===== src/rtl/tl_a_arbiter.sv =====
// Purpose: round-robin arbiter merging N_REQ upstream TileLink A channels onto one downstream A channel,
//          tagging the source with the grant index and routing D responses back by that index.
// Latency: one cycle of arbitration (IDLE -> GRANT), then A is combinational pass-through of the granted requester.
//          There is one idle bubble between bursts. D routing is purely combinational.
// Backpressure: the grant is held for the whole burst and while m_a_ready is low. a_ready mirrors m_a_ready on the granted lane only.
//          m_d_ready mirrors d_ready of the addressed requester.
// Ports: clk/rst_n; upstream a_* (packed per requester), a_ready; downstream m_a_*;
//        downstream m_d_valid/m_d_ready/m_d_source; upstream d_valid/d_ready/d_source; busy.

`ifndef TL_ADDR_BITS
`define TL_ADDR_BITS 32
`endif
`ifndef TL_DATA_BYTES
`define TL_DATA_BYTES 8
`endif

module tl_a_arbiter #(
    parameter int N_REQ  = 4,
    parameter int ADDR_W = `TL_ADDR_BITS,
    parameter int DATA_W = `TL_DATA_BYTES * 8,
    parameter int SRC_W  = 4
) (
    input  logic                        clk,
    input  logic                        rst_n,
    input  logic [N_REQ-1:0]            a_valid,
    output logic [N_REQ-1:0]            a_ready,
    input  logic [3*N_REQ-1:0]          a_opcode,
    input  logic [3*N_REQ-1:0]          a_size,
    input  logic [SRC_W*N_REQ-1:0]      a_source,
    input  logic [ADDR_W*N_REQ-1:0]     a_address,
    input  logic [(DATA_W/8)*N_REQ-1:0] a_mask,
    input  logic [DATA_W*N_REQ-1:0]     a_data,
    output logic                        m_a_valid,
    input  logic                        m_a_ready,
    output logic [2:0]                  m_a_opcode,
    output logic [2:0]                  m_a_size,
    output logic [SRC_W+1:0]            m_a_source,
    output logic [ADDR_W-1:0]           m_a_address,
    output logic [DATA_W/8-1:0]         m_a_mask,
    output logic [DATA_W-1:0]           m_a_data,
    input  logic                        m_d_valid,
    output logic                        m_d_ready,
    input  logic [SRC_W+1:0]            m_d_source,
    output logic [N_REQ-1:0]            d_valid,
    input  logic [N_REQ-1:0]            d_ready,
    output logic [SRC_W-1:0]            d_source,
    output logic                        busy
);

    localparam int IDX_W  = 2;
    localparam int MASK_W = DATA_W / 8;
    localparam int BEAT_W = 4;   // largest burst is 2^(7-3) = 16 beats

    typedef enum logic {IDLE, GRANT} state_t;

    state_t             state, state_nxt;
    logic [IDX_W-1:0]   grant, grant_nxt;
    logic [IDX_W-1:0]   rr_last, rr_nxt;
    logic [BEAT_W-1:0]  beats_left, beats_nxt;
    logic [BEAT_W-1:0]  first_left;
    logic [4:0]         burst_len;
    logic [IDX_W-1:0]   pick;
    logic [IDX_W-1:0]   cand;
    logic               found;
    logic               accept;
    logic [IDX_W-1:0]   d_idx;

    // Downstream A fields always come from the granted lane; m_a_valid gates their meaning.
    assign m_a_opcode  = a_opcode[int'(grant)*3 +: 3];
    assign m_a_size    = a_size[int'(grant)*3 +: 3];
    assign m_a_source  = {grant, a_source[int'(grant)*SRC_W +: SRC_W]};
    assign m_a_address = a_address[int'(grant)*ADDR_W +: ADDR_W];
    assign m_a_mask    = a_mask[int'(grant)*MASK_W +: MASK_W];
    assign m_a_data    = a_data[int'(grant)*DATA_W +: DATA_W];

    assign m_a_valid = (state == GRANT) && a_valid[grant];
    assign accept    = m_a_valid && m_a_ready;
    assign busy      = (state != IDLE);

    always_comb begin
        a_ready = '0;
        if (state == GRANT) begin
            a_ready[grant] = m_a_ready;
        end
    end

    // Only Puts larger than one data beat (8 bytes) are multi-beat.
    always_comb begin
        burst_len = 5'd1;
        if ((m_a_opcode == 3'd0 || m_a_opcode == 3'd1) && m_a_size > 3'd3) begin
            burst_len = 5'd1 << (m_a_size - 3'd3);
        end
        first_left = BEAT_W'(burst_len - 5'd1);
    end

    // Round-robin search starting just after the last granted requester.
    always_comb begin
        found = 1'b0;
        pick  = rr_last;
        cand  = '0;
        for (int k = 1; k <= N_REQ; k++) begin
            cand = IDX_W'((int'(rr_last) + k) % N_REQ);
            if (!found && a_valid[cand]) begin
                found = 1'b1;
                pick  = cand;
            end
        end
    end

    // beats_left == 0 while in GRANT means the next accepted beat is the first of the burst.
    always_comb begin
        state_nxt = state;
        grant_nxt = grant;
        rr_nxt    = rr_last;
        beats_nxt = beats_left;
        case (state)
            IDLE: begin
                if (found) begin
                    state_nxt = GRANT;
                    grant_nxt = pick;
                end
            end
            GRANT: begin
                if (accept) begin
                    if ((beats_left == '0 && first_left == '0) || beats_left == BEAT_W'(1)) begin
                        state_nxt = IDLE;
                        rr_nxt    = grant;
                        beats_nxt = '0;
                    end else if (beats_left == '0) begin
                        beats_nxt = first_left;
                    end else begin
                        beats_nxt = beats_left - BEAT_W'(1);
                    end
                end
            end
            default: state_nxt = IDLE;
        endcase
    end

    always_ff @(posedge clk or negedge rst_n) begin
        if (!rst_n) begin
            state      <= IDLE;
            grant      <= '0;
            rr_last    <= IDX_W'(N_REQ - 1);
            beats_left <= '0;
        end else begin
            state      <= state_nxt;
            grant      <= grant_nxt;
            rr_last    <= rr_nxt;
            beats_left <= beats_nxt;
        end
    end

    // D routing is independent of the A-side state and of reset.
    assign d_idx    = m_d_source[SRC_W+1:SRC_W];
    assign d_source = m_d_source[SRC_W-1:0];
    assign m_d_ready = d_ready[d_idx];

    always_comb begin
        d_valid = '0;
        for (int i = 0; i < N_REQ; i++) begin
            d_valid[i] = m_d_valid && (d_idx == IDX_W'(i));
        end
    end

endmodule


===== config.mk =====
export PLATFORM = sky130hd
export DESIGN_NAME = tl_a_arbiter
export DESIGN_NICKNAME = d
export VERILOG_FILES = /design/src/rtl/tl_a_arbiter.sv
export SDC_FILE = /design/constraint.sdc
export NUM_CORES = 1
export LEC_CHECK = 0
export BUFFER_PORTS_ARGS = -buffer_cell sky130_fd_sc_hd__buf_2
export CAP_MARGIN = 25
export CORE_AREA = 2 2 236 238
export CTS_CLUSTER_SIZE = 25
export DETAILED_ROUTE_END_ITERATION = 12
export DIE_AREA = 0 0 238 240
export GPL_TIMING_DRIVEN = 1
export PLACE_DENSITY = 0.3
export SYNTH_ARGS = -nofsm -noshare
export SYNTH_HDL_FRONTEND = slang
export SYNTH_SLANG_ARGS = --single-unit

===== constraint.sdc =====
create_clock -name clk -period 8.56 [get_ports clk]
set_input_delay 1.284 -clock clk [delete_from_list [all_inputs] [get_ports clk]]
set_output_delay 1.284 -clock clk [all_outputs]
set_load 0.02 [all_outputs]

== Word level (Yosys, flattened, before mapping) ==
Cells that the tools add are included.
Operators by class
  add/sub/neg operators: 7
  multipliers: 1
  order comparisons: 8
  equal/unequal tests: 5
  shifts and indexed selects: 7
  multiplexer cells: 30
  bitwise operators: 2
  reductions and logical operators: 24
Operator list (number)
  indexed part select 256 x 9 -> 64 bit: 1
  indexed part select 128 x 8 -> 32 bit: 1
  indexed part select 12 x 32 -> 3 bit: 1
  indexed part select 32 x 6 -> 8 bit: 1
  < comparator 2 x 3 -> 1 bit, second input constant: 6
  2-to-1 mux 4 bit: 4
  indexed part select 16 x 5 -> 4 bit: 1
  2-to-1 mux 1 bit: 14
  binary-select mux 1 bit (select 2 bit): 6
  logical AND 1 bit: 12
  indexed part select 12 x 5 -> 3 bit: 1
  zero test 4 bit: 2
  2-to-1 mux 2 bit: 4
  subtractor 4 x 1 -> 4 bit, second input constant: 2
  adder 2 x 1 -> 2 bit, second input constant: 2
  adder 2 bit, second input constant: 2
  bitwise AND 4 bit: 1
  equality test 2 bit, second input constant: 2
  equality test 4 x 1 -> 1 bit, second input constant: 1
  multiplier 2 x 2 -> 4 bit, second input constant: 1
  AND reduction 2 bit: 2
  left shift 1 x 3 -> 4 bit, first input constant: 1
  equality test 3 x 1 -> 1 bit, second input constant: 1
  greater-than comparator 3 x 2 -> 1 bit, second input constant: 1
  other kinds (11): 14
Storage, ports and cells
  register bits: 9
  input bits: 474
  output and inout port bits: 131
  logic and storage cells: 88

== Longest topological paths before layout ==
Gate-level depths: netlist of the first run.
  word-level depth: 15
  gate-level depth with buffers: 14

== Least setup slack after synthesis of the first run ==
Ideal clock, no wire load.
  kind: input to register
  start: in a_size[10]
  end: reg rr_last[0]
  library setup time: 0.085 ns
  arrival time: 3.944 ns
  required time: 8.475 ns
  slack: 4.531 ns
  stages on the path: 12
  buffers on the path: 0
  path through: mux4_2 and2_1 ha_1 nor2b_1 a22oi_1 nor3_1 nand2_1 ha_1 nand2b_1 mux2i_1 a22oi_2 mux2_1
Between the ends
  word-level cells in the longest chain between the ends: 9
  elaborated cells between the ends (all ways): 11
  classes of those cells: 2 x add/sub; 1 x order compare; 2 x shift; 1 x mux; 5 x reduce/logical
Ends and longest elaborated chain
  start, declared: line 28  | input logic [3*N_REQ-1:0] a_size,
  indexed part select 12 x 5 -> 3 bit *: line 70  | assign m_a_size = a_size[int'(grant)*3 +: 3];
  subtractor 3 x 2 -> 3 bit / greater-than comparator 3 x 2 -> 1 bit (equally long branches): line 91, 90
  left shift 1 x 3 -> 4 bit / logical AND 1 bit (equally long branches): line 91, 90
  2-to-1 mux 4 bit *: line 90  | if ((m_a_opcode == 3'd0 || m_a_opcode == 3'd1) && m_a_size > 3'd3) begin
  subtractor 4 x 1 -> 4 bit *: line 93  | first_left = BEAT_W'(burst_len - 5'd1);
  zero test 4 bit *: line 125  | if ((beats_left == '0 && first_left == '0) || beats_left == BEAT_W'(1)) begin
  logical AND 1 bit *: line 125
  logical OR 1 bit *: line 125
  AND reduction 3 bit (no source line) *
  end signal, assigned: line 144  | rr_last <= IDX_W'(N_REQ - 1);
  end signal, assigned: line 149  | rr_last <= rr_nxt;
  end, declared: line 58  | logic [IDX_W-1:0] rr_last, rr_nxt;
Every way passes the cells marked *; elsewhere a longest branch is shown, timed or not.
A chain may end at the register's enable or synchronous reset.

== Worst setup path after layout of the first run ==
  start: reg grant[1]
  end: reg rr_last[1]
Between the ends
  word-level cells in the longest chain between the ends: 11
  elaborated cells between the ends (all ways): 20
  classes of those cells: 2 x add/sub; 1 x mul; 1 x order compare; 1 x eq/ne; 3 x shift; 3 x mux; 9 x reduce/logical
Ends and longest elaborated chain
  start, declared: line 57  | logic [IDX_W-1:0] grant, grant_nxt;
  start signal, assigned: line 148  | grant <= grant_nxt;
  branches (longest 11 deep; another with multiplier 2 x 2 -> 4 bit)
Parallel ways; which one is timed is not known. The select of a mux whose other input is x is not followed.

==> results of run 1 <==
## logic make-up (layout without fill, tap and decap cells)
group | after synthesis | after routing
and+or+nand+nor | 45 | 45
muxes | 124 | 124
adders and majority gates | 7 | 7
DFF | 9 | 9
xor gates and xnor gates | 1 | 1
AOI/OAI and AO/OA | 22 | 22
buffers and inverters | 39 | 613
other | 0 | 8
## worst max-delay path: stages (launching register included)
cell and delay (ps):
sky130_fd_sc_hd__dfrtp_4 560, sky130_fd_sc_hd__buf_4 670, sky130_fd_sc_hd__mux4_2 520, sky130_fd_sc_hd__and2_1 200, sky130_fd_sc_hd__ha_1 200, sky130_fd_sc_hd__nor2b_1 120, sky130_fd_sc_hd__a22oi_1 120, sky130_fd_sc_hd__nor3_1 390
sky130_fd_sc_hd__nand2_1 150, sky130_fd_sc_hd__ha_1 270, sky130_fd_sc_hd__nand2b_1 150, sky130_fd_sc_hd__mux2i_1 310, sky130_fd_sc_hd__a22oi_2 140, sky130_fd_sc_hd__mux2_1 340
## flip-flops by register name, indices dropped and copies added, names as in the netlist
| signal | cells |
|---|---|
| beats_left | 4 |
| busy | 1 |
| grant | 2 |
| rr_last | 2 |
## final cells by class
type                            instances  area (µm²)
Inverter                                9       33.78
Timing Repair Buffer                  600        3013
Clock inverter                          1       5.005
Antenna cell                            8       20.02
Fill cell                            6312       47220
Clock buffer                            3       75.07
Sequential cell                         9       235.2
Tap cell                              704       880.8
Multi-Input combinational cell        199        3184
## cells in the mapped netlist (2+ instances only)
cell and number:
sky130_fd_sc_hd__nor2_1 9, sky130_fd_sc_hd__ha_1 7, sky130_fd_sc_hd__nand3b_1 2, sky130_fd_sc_hd__clkbuf_1 7, sky130_fd_sc_hd__inv_1 9, sky130_fd_sc_hd__nor4_1 2, sky130_fd_sc_hd__nor3_1 4, sky130_fd_sc_hd__buf_2 8
sky130_fd_sc_hd__buf_4 4, sky130_fd_sc_hd__and2_1 3, sky130_fd_sc_hd__a22oi_1 2, sky130_fd_sc_hd__o21ai_0 3, sky130_fd_sc_hd__dfrtp_1 7, sky130_fd_sc_hd__buf_1 10, sky130_fd_sc_hd__nand2_1 11, sky130_fd_sc_hd__o31ai_1 2
sky130_fd_sc_hd__nand3_1 3, sky130_fd_sc_hd__a21oi_1 7, sky130_fd_sc_hd__mux2_1 2, sky130_fd_sc_hd__dfstp_2 2, sky130_fd_sc_hd__mux4_2 114, sky130_fd_sc_hd__nand2b_1 2, sky130_fd_sc_hd__mux2i_1 7
## path summary, 6_finish.rpt
kind                                 end  slack (ps)  depth (start not counted)
max in group asynchronous     rr_last[0]        7400                          1
min reg2reg                beats_left[3]         530                          2
max                           rr_last[1]        4320                         13
max reg2reg                   rr_last[1]        4320                         13
min                        beats_left[3]         530                          2
min in group asynchronous       grant[1]         910                          1
## metal layers
| metal | GRT usage, % | routed length, µm | up-vias |
|---|---|---|---|
| li1 | - | - | 2285 |
| met1 | 11.88 | 12040 | 2581 |
| met2 | 18.96 | 16650 | 347 |
| met3 | 4.730 | 4093 | 44 |
| met4 | 4.886 | 1506 | 12 |
| met5 | 0 | 82 | - |
## through the flow
stage,std cells,power [mW],setup WS [ps]
4_1_cts,1525,2.353,4244
3_5_place_dp,1521,2.253,4095
5_1_grt,1529,2.432,3993
6_report,1533,2.282,4319
2_1_floorplan,247,1.431,4531
3_3_place_gp,1521,2.258,4113
## power by group through the flow
stage	Combinational [mW]	Clock (mW)	Sequential [mW]
floorplan	1.34	0	0.0945
global placement	2.10	0	0.157
detailed placement	2.09	0	0.160
CTS	2.11	0.0861	0.159
global route	2.18	0.0884	0.168
finish	2.05	0.0837	0.151
==> results.sh, run 1 <==
export IMPL_yosys_area_share_adder_pct=2.439
export IMPL_die_y_um=240
export IMPL_synth_mux_area_share_pct=74.81
export IMPL_irDropWorstVdd_mv=0.1070
export IMPL_tritoncts="done"
export IMPL_drt_iter0_markers=220
export IMPL_place_port_buffers=596
export IMPL_rsz_0062_raised_after_global_routing="no"
export IMPL_drive_gt1_share_pct=88.43
export IMPL_critical_path_class="flip-flop to flip-flop"
export IMPL_synthSimpleGateAreaFrac_pct=6.690
export IMPL_clk_root_buffer_cell="sky130_fd_sc_hd__clkbuf_16"
export IMPL_power_switching_mw=1.306
export IMPL_final_period_utilization_pct=49.55
export IMPL_dr_pass1_iters=4
export IMPL_cts_resized=0
export IMPL_drv_slew=0
export IMPL_number_of_buffers_created_by_cts=3
export IMPL_clock_sink_count=9
export IMPL_p_int_mw=0.9761
export IMPL_number_of_violations_of_the_max_capacitance_limit=0
export IMPL_crit_path_start_kind="flip-flop"
export IMPL_globalplace_congestion=0.7800
export IMPL_final_min_clock_period_ps=4241
export IMPL_crit_path_start="grant[1]"
export IMPL_finish_instance_area_mm2=0.007447
export IMPL_synth_flop_cell="sky130_fd_sc_hd__dfrtp_1"
export IMPL_endpoint_kind="flip-flop"
export IMPL_syn_area_mm2=0.003591
export IMPL_global_route_usage_total_pct=11.07
export IMPL_clk_pin_slew_worst_paths_ps=40
export IMPL_finish_net_count=1303
export IMPL_finalClockSkew_ps=2.460
export IMPL_drtAntennaViolNets=0
export IMPL_hpwl_after_detailed_placement_mm=31.56
export IMPL_timing_final_hold_violations=0
export IMPL_clockBufferDepth=2
export IMPL_synth_compound_area_share_pct=4.495
export IMPL_p_seq_share_pct=6.6
export IMPL_postCtsHoldBufs=0
export IMPL_yosysTopAreaCellShare_pct=71.50
export IMPL_tightestPinTransition_ps=874.2
export IMPL_globalRoute_totalOverflow=0
export IMPL_initial_antenna_violation_count=18
export IMPL_post_synth_cell_area_avg_um2=14.54
export IMPL_netlist_instances=247
export IMPL_outcome="finished clean"
export IMPL_finalCoreUtilization_pct=13.62
export IMPL_initial_core_util_pct=6.569
export IMPL_via_total_after_detailed_routing=5269
export IMPL_synth_top_family_by_area="multiplexers"
export IMPL_ys_seq_elements=9
export IMPL_finalSetupViolations=0
export IMPL_hold_start="beats_left[3]"
export IMPL_worst_hold_path_type="flip-flop to flip-flop"
export IMPL_clock_power_share_pct=3.7
export IMPL_required_time_of_the_worst_setup_path_ps=8720
export IMPL_die_area_mm2=0.05712
export IMPL_setup_tns_final_ps=0
export IMPL_worstSkewPairLatency_ps=240
export IMPL_first_global_vias=5428
export IMPL_die_x_um=238
export IMPL_reg2reg_from="grant[1]"
export IMPL_seq_area_frac_synth_pct=6.341
export IMPL_switching_fraction_of_total_power_pct=57.23
export IMPL_static_leakage_power_nw=3.504
export IMPL_synth_xor_xnor_area_share_pct=0.2439
export IMPL_maximum_number_of_pins_on_one_net_before_global_route_repair=59
export IMPL_avgViaCountPerCell=3.437
export IMPL_detail_route_drc_violations=0
export IMPL_yosys_warnings=0
export IMPL_io_pin_count=605
export IMPL_area_delta_synth_final_pct=107.4
export IMPL_number_of_enable_flip_flop_cells_after_synthesis=0
export IMPL_grt_pass1_wl_mm=43.55
export IMPL_cell_taking_the_most_area_after_synthesis="sky130_fd_sc_hd__mux4_2"
export IMPL_layout_common_cells="sky130_fd_sc_hd__buf_2, sky130_fd_sc_hd__mux4_2, sky130_fd_sc_hd__nand2_1"
export IMPL_async_flop_share_pct=100.0
export IMPL_slew_headroom_pct=41.72
export IMPL_design_core_area_mm2=0.05466
export IMPL_whs_ps=531.1
export IMPL_gate_power_share_pct=89.7
export IMPL_standard_cell_rows=86
export IMPL_routedWlPerCell_um=22.42
export IMPL_path_max_fanout=52
export IMPL_ys_types=43
export IMPL_achievable_frequency_ghz=0.2358
export IMPL_htreeDepth=1
export IMPL_timing_critical_path_arrival_ps=4400
export IMPL_post_cts_buffers=0
export IMPL_drt_total_wl_mm=34.37
export IMPL_placed_area_mm2=0.007347
export IMPL_synth_fp_nets=728
export IMPL_final_common_cell="sky130_fd_sc_hd__buf_2"
export IMPL_yosys_top_cells_area="sky130_fd_sc_hd__mux4_2, sky130_fd_sc_hd__dfrtp_1, sky130_fd_sc_hd__ha_1, sky130_fd_sc_hd__mux2i_1, sky130_fd_sc_hd__dfstp_2"
export IMPL_power_per_cell_area_mw_per_mm2=306.4
No activity file was read; power rests on OpenSTA's default activity.
==> inputs of run 2 (changes only) <==
- clock period: 8.56 -> 4.2 ns (I/O delays scaled with it)
==> results.sh, run 2 (synthesis gave the netlist of run 1 again) <==
export IMPL_rsz_0062_raised_after_global_routing="no"
export IMPL_num_fill_cells=6283
export IMPL_outcome="finished clean"
export IMPL_global_route_usage_total_pct=10.98
export IMPL_layout_common_cells="sky130_fd_sc_hd__buf_2, sky130_fd_sc_hd__mux4_2, sky130_fd_sc_hd__nand2_1"
export IMPL_design_core_area_mm2=0.05466
export IMPL_length_of_routed_met2_wiring_mm=16.90
export IMPL_area_delta_synth_final_pct=107.7
export IMPL_drt_iter0_markers=251
export IMPL_finalSetupViolations=0
export IMPL_clk_pin_slew_worst_paths_ps=40
export IMPL_htreeDepth=1
export IMPL_die_y_um=240
export IMPL_static_leakage_power_nw=3.517
export IMPL_drv_slew=0
export IMPL_grt_pass1_wl_mm=43.10
export IMPL_number_of_buffers_created_by_cts=3
export IMPL_largest_reg_flops=4
export IMPL_clk_root_buffer_cell="sky130_fd_sc_hd__clkbuf_16"
export IMPL_clock_sink_count=9
export IMPL_drt_total_wl_mm=34.45
export IMPL_path_max_fanout=9
export IMPL_final_min_clock_period_ps=3601
export IMPL_io_pin_count=605
export IMPL_worstSkewPairLatency_ps=230
export IMPL_worst_hold_path_type="input pin to async pin"
export IMPL_standard_cell_rows=86
export IMPL_register_area_um2=235.2
export IMPL_first_global_vias=5363
export IMPL_placed_cells_incl_taps=1524
export IMPL_largest_register="beats_left"
export IMPL_routedWlPerCell_um=22.48
export IMPL_postCtsHoldBufs=0
export IMPL_reg_largest_list="beats_left (4), grant (2), rr_last (2)"
export IMPL_p_seq_share_pct=5.1
export IMPL_clock_power_share_pct=3.6
export IMPL_place_port_buffers=596
export IMPL_p_int_mw=2.008
export IMPL_die_x_um=238
export IMPL_via_total_after_detailed_routing=5293
export IMPL_required_time_of_the_worst_setup_path_ps=4350
export IMPL_met3WireLength_mm=3.694
export IMPL_tightestPinTransition_ps=922.0
export IMPL_die_area_mm2=0.05712
export IMPL_endpoint_kind="flip-flop"
export IMPL_cts_resized=0
export IMPL_finalNonFillerCells=1532
export IMPL_final_period_utilization_pct=85.73
export IMPL_cp_top_family="multiplexers"
export IMPL_initial_core_util_pct=6.569
export IMPL_globalplace_congestion=0.7941
export IMPL_timing_critical_path_slowest_cell_delay_ps=630
export IMPL_cp_common_cell="sky130_fd_sc_hd__ha_1"
export IMPL_finish_net_count=1306
export IMPL_setup_tns_final_ps=0
export IMPL_critical_path_class="flip-flop to flip-flop"
export IMPL_power_switching_mw=2.652
export IMPL_tritoncts="done"
export IMPL_avgViaCountPerCell=3.455
export IMPL_dr_pass1_iters=4
export IMPL_maximum_number_of_pins_on_one_net_before_global_route_repair=59
export IMPL_drtAntennaViolNets=0
export IMPL_gate_power_share_pct=91.3
export IMPL_detail_route_drc_violations=0
export IMPL_number_of_violations_of_the_max_capacitance_limit=0
export IMPL_drive_gt1_share_pct=88.35
export IMPL_crit_slowest_cell="sky130_fd_sc_hd__mux4_2"
export IMPL_switching_fraction_of_total_power_pct=56.91
export IMPL_timing_critical_path_arrival_ps=3760
export IMPL_slew_headroom_pct=38.53
export IMPL_final_common_cell="sky130_fd_sc_hd__buf_2"
export IMPL_initial_antenna_violation_count=16
export IMPL_worstPathBufferInverterCount=0
export IMPL_hpwl_after_detailed_placement_mm=31.49
export IMPL_worstPathCellList="mux4_2, and2_1, ha_1, nor2b_1, a22oi_1, nor3_1, nand2_1, ha_1, nand2b_1, mux2i_1, a22oi_2, mux2_1"
export IMPL_achievable_frequency_ghz=0.2777
export IMPL_timing_final_hold_violations=0
export IMPL_clockBufferDepth=2
export IMPL_finalClockSkew_ps=0.6445
export IMPL_post_cts_buffers=0
export IMPL_globalRoute_totalOverflow=0
export IMPL_top_layer="met5"
export IMPL_wirelength_met1_mm=12.30
export IMPL_multi_input_comb_area_mm2=0.003184
export IMPL_irDropWorstVdd_mv=0.2809
export IMPL_power_per_cell_area_mw_per_mm2=624.9
export IMPL_crit_path_start_kind="flip-flop"
## run 2: path summary, 6_finish.rpt
check | from | to | slack, ps | depth (start not counted)
worst max-delay path | grant[0] | rr_last[0] | 600 | 12
worst min-delay path | rst_n | beats_left[3] | 260 | 1
worst max register to register | grant[0] | rr_last[0] | 600 | 12
worst min register to register | beats_left[3] | beats_left[3] | 540 | 2
max in group asynchronous | rst_n | rr_last[0] | 3680 | 1
min in group clk | beats_left[3] | beats_left[3] | 540 | 2
## run 2: power by group through the flow
stage | registers [mW] | clock network [mW] | logic (mW)
floorplan | 0.193 | 0 | 2.72
global placement | 0.244 | 0 | 4.39
detailed placement | 0.244 | 0 | 4.37
CTS | 0.243 | 0.170 | 4.39
global route | 0.252 | 0.178 | 4.55
finish | 0.239 | 0.168 | 4.25
## run 2: area by class of cell
| cell class | instances | area share (%) |
|---|---|---|
| tap | 704 | 11.81 |
| antenna | 4 | 0.1342 |
| sequential | 9 | 3.154 |
| multi-input combinational | 199 | 42.69 |
| inverter | 9 | 0.4529 |
| clock buffer | 4 | 1.057 |
| timing repair buffer | 603 | 40.70 |
## run 2: routing by layer
metal / track usage, % / vias up
met2: 19.11 / 334
met1: 11.82 / 2616
met3: 4.328 / 44
met5: 0 / -
met4: 4.678 / 14
li1: - / 2285
## run 2: per-stage QoR
stage	hold WS (ps)	power, mW	setup slack [ps]	utilization (%)	area, µm²
after CTS	261.4	4.806	518.5	13.63	7448
after global routing	265.3	4.982	281.2	13.64	7453
final	256.5	4.660	599.2	13.64	7458
after floorplan	334.4	2.917	730.7	-	3591
after detailed placement	506.9	4.613	426.7	13.48	7370
after global placement	512.9	4.635	462.7	13.48	7370
==> inputs of run 3 (changes only) <==
- clock period: 4.2 -> 3.5 ns (I/O delays scaled with it)
==> results.sh, run 3 (synthesis gave the netlist of run 1 again) <==
export IMPL_outcome="finished clean"
export IMPL_whs_ps=142.7
export IMPL_area_delta_synth_final_pct=110.3
export IMPL_drtAntennaViolNets=0
export IMPL_final_period_utilization_pct=93.58
export IMPL_timing_final_hold_violations=0
export IMPL_reg_largest_list="beats_left (4), grant (2), rr_last (2)"
export IMPL_detail_route_drc_violations=0
export IMPL_via_total_after_detailed_routing=5286
export IMPL_maximum_number_of_pins_on_one_net_before_global_route_repair=52
export IMPL_initial_core_util_pct=6.569
export IMPL_initial_antenna_violation_count=14
export IMPL_worst_hold_path_type="input pin to async pin"
export IMPL_tritoncts="done"
export IMPL_drv_slew=0
export IMPL_irDropWorstVdd_mv=0.3571
export IMPL_placed_cells_incl_taps=1528
export IMPL_finalClockSkew_ps=1.859
export IMPL_length_of_routed_met2_wiring_mm=16.59
export IMPL_critical_path_class="flip-flop to flip-flop"
export IMPL_final_critical_path_setup_slack_ps=224.7
export IMPL_first_global_vias=5465
export IMPL_num_fill_cells=6298
export IMPL_routedWlPerCell_um=22.12
export IMPL_die_y_um=240
export IMPL_largest_register="beats_left"
export IMPL_drt_total_wl_mm=34.09
export IMPL_global_route_usage_total_pct=10.99
export IMPL_postCtsHoldBufs=0
export IMPL_power_total_mw=5.700
export IMPL_finalNonFillerCells=1541
export IMPL_place_port_buffers=596
export IMPL_clockBufferDepth=2
export IMPL_io_pin_count=605
export IMPL_hpwl_after_detailed_placement_mm=31.38
export IMPL_worstSkewPairLatency_ps=230
export IMPL_die_x_um=238
export IMPL_drt_iter0_markers=232
export IMPL_clock_sink_count=9
export IMPL_globalRoute_totalOverflow=0
export IMPL_final_min_clock_period_ps=3275
export IMPL_multi_input_comb_area_mm2=0.003207
export IMPL_number_of_violations_of_the_max_capacitance_limit=0
export IMPL_number_of_buffers_created_by_cts=3
export IMPL_clk_pin_slew_worst_paths_ps=40
export IMPL_wirelength_met1_mm=12.07
export IMPL_finish_net_count=1316
export IMPL_slew_headroom_pct=47.53
export IMPL_layout_common_cells="sky130_fd_sc_hd__buf_2, sky130_fd_sc_hd__mux4_2, sky130_fd_sc_hd__buf_4"
export IMPL_register_area_um2=235.2
export IMPL_power_per_cell_area_mw_per_mm2=754.6
export IMPL_placement_setup_worst_slack_ps=-100.6
export IMPL_globalplace_congestion=0.7908
export IMPL_dr_pass1_iters=4
export IMPL_htreeDepth=1
export IMPL_crit_slowest_cell="sky130_fd_sc_hd__mux4_2"
export IMPL_worstPathBufferInverterCount=1
export IMPL_standard_cell_rows=86
export IMPL_static_leakage_power_nw=3.568
export IMPL_drive_gt1_share_pct=88.97
export IMPL_rsz_0062_raised_after_global_routing="yes"
export IMPL_top_layer="met5"
export IMPL_met3WireLength_mm=3.883
export IMPL_timing_critical_path_slowest_cell_delay_ps=580
export IMPL_cp_top_family="multiplexers"
export IMPL_finalSetupViolations=0
export IMPL_largest_reg_flops=4
export IMPL_endpoint_kind="flip-flop"
export IMPL_tightestPinTransition_ps=787.1
export IMPL_design_core_area_mm2=0.05466
export IMPL_final_common_cell="sky130_fd_sc_hd__buf_2"
export IMPL_worstPathCellList="mux4_2, and2_1, ha_1, nor2b_1, a22oi_1, nor3_2, nand2_2, inv_1, ha_2, nand2b_1, mux2i_4, a22oi_2, mux2_1"
export IMPL_die_area_mm2=0.05712
export IMPL_grt_pass1_wl_mm=43.23
export IMPL_avgViaCountPerCell=3.430
export IMPL_achievable_frequency_ghz=0.3053
export IMPL_crit_path_start_kind="flip-flop"
export IMPL_required_time_of_the_worst_setup_path_ps=3660
export IMPL_clk_root_buffer_cell="sky130_fd_sc_hd__clkbuf_16"
export IMPL_path_max_fanout=7
export IMPL_timing_critical_path_arrival_ps=3430
run 3: cell types whose count changed in the layout (fill, tap and decap cells not counted), sizes merged:
cell	before	now
buf	603	613
diode	4	3
run 3: worst reg2reg max path, delay by kind of cell, from the launching register on:
family | cells | cell delay (ps)
adders and majority gates | 2 | 390
muxes | 3 | 1010
DFF | 1 | 490
AOI/OAI and AO/OA | 2 | 360
and+or+nand+nor | 5 | 880
buffers and inverters | 1 | 70
run 3: through the flow:
step                      instance area (µm²)  TNS (ps)  utilization (%)
after CTS                                7483         0            13.69
after global routing                     7551    -22.24            13.81
after floorplan                          3591         0                -
after global placement                   7400    -110.8            13.54
after detailed placement                 7400    -332.5            13.54
final                                    7553         0            13.82
run 3: layout make-up:
type	count	area share (%)
multi-input combinational	199	42.45
timing repair buffer	613	41.18
tap	704	11.66
sequential	9	3.114
clock buffer	4	1.044
inverter	9	0.4472
antenna	3	0.09939
run 3: path summary, 6_finish.rpt:
check / from / end / slack (ps) / cells after the start
worst max-delay path: grant[0] / rr_last[1] / 220 / 13
worst min-delay path: rst_n / grant[1] / 140 / 1
worst max register to register: grant[0] / rr_last[1] / 220 / 13
worst min register to register: beats_left[3] / beats_left[3] / 520 / 2
max in group asynchronous: rst_n / rr_last[0] / 3110 / 1
min in group clk: beats_left[3] / beats_left[3] / 520 / 2
run 3: repair_timing:
item / CTS / global route
gates resized for setup: 1 / 4
cloned: 0 / 0
pin swaps: 0 / 4
setup endpoints to repair: 4 / 28
buffers inserted: 0 / 6
run 3: per-layer routing:
layer  vias up  GRT usage [%]
li1       2301              -
met1      2602          12.14
met2       331          18.85
met3        40          4.087
met4        12          4.848
met5         -              0
run 3: report_power, final:
group,switching [mW],internal (mW),total (mW)
registers,0.102,0.169,0.271
clock network,0.0478,0.152,0.200
logic,3.06,2.17,5.23
total,3.21,2.49,5.70
